## src/rtl/seq_control_unit.sv

```systemverilog
// Multi-cycle instruction sequencer: variable-length fetch over a ready-handshaked
// program memory, one-cycle decode, configurable execute length, interrupts at boundaries.
module seq_control_unit #(
  parameter int MAX_BYTES   = 3,
  parameter int WAIT_STATES = 1,
  parameter int EXEC_CYCLES = 1,
  parameter int IDX_W       = 2
) (
  input  logic             clock,
  input  logic             reset,
  input  logic             hold,
  input  logic             mem_ready,
  input  logic [2:0]       ins_len,
  input  logic             is_jump,
  input  logic             irq_pending,
  input  logic             irq_en,
  output logic             mem_req,
  output logic             ir_load,
  output logic             byte_load,
  output logic [IDX_W-1:0] byte_idx,
  output logic             pc_inc,
  output logic             decode_en,
  output logic             exec_en,
  output logic             jmp_load,
  output logic             int_ack,
  output logic             busy
);

  typedef enum logic [2:0] {
    S_START, S_FETCH, S_WAIT, S_DECODE, S_EXEC, S_INT
  } state_t;

  localparam logic [2:0] MAX_LEN = 3'(MAX_BYTES);
  localparam logic [3:0] WS_INIT = 4'(WAIT_STATES);
  localparam logic [2:0] EX_INIT = 3'(EXEC_CYCLES - 1);

  state_t           state;
  logic [2:0]       len;
  logic [IDX_W-1:0] idx;
  logic [3:0]       wait_cnt;
  logic [2:0]       exec_cnt;

  logic       act, capture, last_byte;
  logic [2:0] clamp_len, cur_len;

  always_comb begin
    act       = !reset && !hold;
    capture   = act && (state == S_WAIT) && (wait_cnt == 4'd0) && mem_ready;
    clamp_len = (ins_len == 3'd0) ? 3'd1 : ((ins_len > MAX_LEN) ? MAX_LEN : ins_len);
    // byte 0 decides the length in the same cycle it is captured
    cur_len   = (idx == '0) ? clamp_len : len;
    last_byte = (int'(idx) + 1) >= int'(cur_len);
  end

  assign mem_req   = act && (state == S_FETCH);
  assign byte_load = capture;
  assign pc_inc    = capture;
  assign ir_load   = capture && (idx == '0);
  assign byte_idx  = capture ? idx : '0;
  assign decode_en = act && (state == S_DECODE);
  assign exec_en   = act && (state == S_EXEC);
  assign int_ack   = act && (state == S_INT);
  // exec_cnt only equals its load value on the first EXECUTE cycle
  assign jmp_load  = act && ((state == S_INT) ||
                             ((state == S_EXEC) && (exec_cnt == EX_INIT) && is_jump));
  assign busy      = !reset && (state != S_START);

  always_ff @(posedge clock) begin
    if (reset) begin
      state    <= S_START;
      len      <= '0;
      idx      <= '0;
      wait_cnt <= '0;
      exec_cnt <= '0;
    end else if (!hold) begin
      case (state)
        S_START: begin
          idx   <= '0;
          state <= (irq_pending && irq_en) ? S_INT : S_FETCH;
        end
        S_FETCH: begin
          wait_cnt <= WS_INIT;
          state    <= S_WAIT;
        end
        S_WAIT: begin
          if (wait_cnt != 4'd0) begin
            wait_cnt <= wait_cnt - 4'd1;
          end else if (capture) begin
            if (idx == '0) len <= clamp_len;
            if (last_byte) begin
              state <= S_DECODE;
            end else begin
              idx   <= idx + 1'b1;
              state <= S_FETCH;
            end
          end
        end
        S_DECODE: begin
          exec_cnt <= EX_INIT;
          state    <= S_EXEC;
        end
        S_EXEC: begin
          if (exec_cnt == 3'd0) state <= S_START;
          else                  exec_cnt <= exec_cnt - 3'd1;
        end
        S_INT: begin
          idx   <= '0;
          state <= S_FETCH;
        end
        default: state <= S_START;
      endcase
    end
  end

endmodule

```

## config.mk

```make
export PLATFORM = sky130hd
export DESIGN_NAME = seq_control_unit
export DESIGN_NICKNAME = d
export VERILOG_FILES = /design/src/rtl/seq_control_unit.sv
export SDC_FILE = /design/constraint.sdc
export NUM_CORES = 1
export LEC_CHECK = 0
export ABC_CLOCK_PERIOD_IN_PS = 2300
export CAP_MARGIN = 20
export CORE_MARGIN = 3
export CORE_UTILIZATION = 46
export CTS_CLUSTER_SIZE = 28
export DETAILED_ROUTE_END_ITERATION = 7
export GPL_TIMING_DRIVEN = 0
export PLACE_DENSITY = 0.75
export SLEW_MARGIN = 40
export SYNTH_ARGS = -nofsm -noshare
export SYNTH_HDL_FRONTEND = slang
export SYNTH_SLANG_ARGS = --single-unit
export TNS_END_PERCENT = 10
```

## constraint.sdc

```tcl
create_clock -name clock -period 2.3 [get_ports clock]
set_clock_uncertainty 0.15 [all_clocks]
set_input_delay 0.46 -clock clock [delete_from_list [all_inputs] [get_ports clock]]
set_output_delay 0.46 -clock clock [all_outputs]
set_load 0.02 [all_outputs]
```

==> out/qor.csv <==
metric;value;unit
WHS;0.331;ns
clock sink count;15;
asr flop ratio synth;0;
synthesized area;0.00107;mm2
count of input and output buffers;19;
Slew Viols, Final;0;
Pwr Density;438;mW/mm2
I/O pin count;21;
Worst Path Required;1.69;ns
CTS tree;yes;
flip-flop and latch area;307;um2
H-tree depth;1;
Hold Crit Class;register to register;
critical path peak fanout;10;
WP data arrival;1.69;ns
Seq cells post-synth;15;
via count;1082;
gr ovfl total;0;
# fillers;169;
worst skew pair latency;0.28;ns
worst-case vdd ir drop;389;uV
area of the multi-input gates;761;um2
failing checks;negative setup slack;
Routed WL;2.71;mm
Routed Antenna Nets;0;
Final Net Count;180;
1st-iter DRT viols;37;
Worst Setup EP;jmp_load;
Design Power;0.636;mW
Period Utilization, post-route;1.00;
DP Wirelength;1.97;mm
critical path launch point type;input pin;
RSZ-0062 raised after global routing;true;
share of cells above drive strength 1;0.267;
WL per Instance;14.4;um
area share of the largest cell type after synthesis;0.281;
clock root cell;clkbuf_4;
reg2reg path depth;8;
fmax;0.434;GHz
largest net degree at the start of global routing;11;
Synth-to-Final Area Change;36.0;%
Core Region;0.00208;mm2
syn nets;150;
Reg2Reg Setup Slack;0.04;ns
n_diodes;0;
CP Class;input pin to primary output;
Final WS setup;-0.00179;ns
Distinct cells, synth;42;
Rel. slew slack;0.586;
EDFF count, synth;0;
synth top area cells;dfxtp_1, ha_1, a21oi_1;
Die Y;54.2;um
initial antenna violation count;0;
CTS Hold Bufs;0;
Synth Warn #;0;
crit path from;hold;
largest area contributor in the netlist;dfxtp_1;
TritonCTS buffer count;3;
Worst-Margin Slew;0.606;ns
Max clock buf depth;2;
Total GRT Usage;0.206;
Max Cap Viol;0;
TritonRoute pass-1 iters;4;
crit path time final;2.30;ns
clk slew on worst S/H paths;0.09;ns
syn_area_per_cell;8.09;um2
die area;0.00293;mm2
post-synthesis sequential area ratio;0.281;
worst r2r src;idx[1];
vias in the first global route;1018;
GPL Wtd Cong;0.853;
vias per cell;5.76;
R2R Path End;idx[1];
DRC;0;
Initial Utilization;0.513;
Core Util, Final;0.697;
global-route wire length before repair;4.42;mm
final setup vio count;1;
Final Hold Viols;0;
crit end category;primary output;
die width;54.2;um
status;finished, violations left;
Static Leak;0.590;nW
Gate Count Post-Synth;132;
# rows;16;
Synth Flop Type;dfxtp_1;
cells in the final DEF, fill, tap and decap left out, drive strengths merged, types with 4 or more instances in the layout:
master	instances
a211oi	4
a21oi	13
buf	11
clkbuf	12
clkdlybuf4s50	7
dfxtp	15
dlygate4sd2	6
ha	8
inv	11
nand2b	6
nor2	10
nor2b	4
nor3b	4
o21ai	5
or3	5
layer usage:
layer	GRT usage	vias up	wire, um
met1	0.245	510	1120
met4	0.0373	0	30
li1	-	537	-
met3	0.0499	4	130
met2	0.373	31	1430
met5	0	-	0
how the worst min path moves through the flow:
stage,startpoint,slack (ns),end,cells past startpoint
2_1_floorplan,wait_cnt[1],0.29,wait_cnt[1],2
3_3_place_gp,wait_cnt[1],0.30,wait_cnt[1],2
3_5_place_dp,exec_cnt[1],0.32,exec_cnt[1],2
4_1_cts,exec_cnt[1],0.34,exec_cnt[1],2
5_1_grt,len[2],0.36,len[2],1
6_report,exec_cnt[1],0.33,exec_cnt[1],2
area by class of cell:
class / instances / area share
buffer: 8 / 0.0440
clock buffer: 4 / 0.0181
inverter: 11 / 0.0284
multi-input combinational: 98 / 0.524
sequential: 15 / 0.211
tap: 27 / 0.0233
timing repair buffer: 25 / 0.151
state kept, by name (all words and copies together) (netlist names):
name / flops
len: 3
exec_cnt: 3
idx: 2
state: 3
wait_cnt: 4
metrics by stage:
step / std cells / instance area [um2] / setup TNS, ns / setup WS, ns
finish: 188 / 1450 / -0.00179 / -0.00179
floorplan: 132 / 1070 / 0 / 0.0184
global route: 188 / 1450 / -0.641 / -0.102
CTS: 183 / 1370 / -0.606 / -0.181
detailed placement: 178 / 1290 / -6.82 / -0.711
global placement: 178 / 1290 / -6.49 / -0.705
where the power goes:
group          total (mW)  internal [mW]  switching (mW)
clock network       0.149         0.0674          0.0821
registers           0.288          0.274          0.0146
logic               0.198         0.0958           0.102
total               0.636          0.437           0.199
timing repair:
| item | in CTS | in global routing |
|---|---|---|
| pin swaps | 0 | 5 |
| endpoints found under the setup margin | 14 | 13 |
| buffers inserted | 1 | 5 |
| resized for setup | 41 | 22 |
cell families after synthesis:
logic type | Yosys count | share of synthesized area
multiplexers | 2 | 0.0188
adder cells (fa/ha/maj) | 8 | 0.0938
flip-flops | 15 | 0.281
AO/OA/AOI/OAI | 38 | 0.236
AND/OR/NAND/NOR | 48 | 0.279
XOR/XNOR | 2 | 0.0164
buffers and inverters | 19 | 0.0750
synthesized netlist by cell type, drive strengths merged (2+ instances only):
cell type / instances
a211oi: 4
a21oi: 13
a22oi: 2
and2: 3
buf: 3
clkbuf: 5
dfxtp: 15
ha: 8
inv: 11
mux2i: 2
nand2: 3
nand2b: 6
nor2: 10
nor2b: 4
nor3: 3
nor3b: 4
o21ai: 5
o31ai: 2
o41ai: 2
or3: 5
xnor2: 2
worst max-delay path: stages:
cell,delay (ns)
dlygate4sd2_1,0.39
clkbuf_4,0.28
nor3_2,0.07
a31o_2,0.24
clkdlybuf4s15_2,0.25
Power figures use the tool's default switching activity.
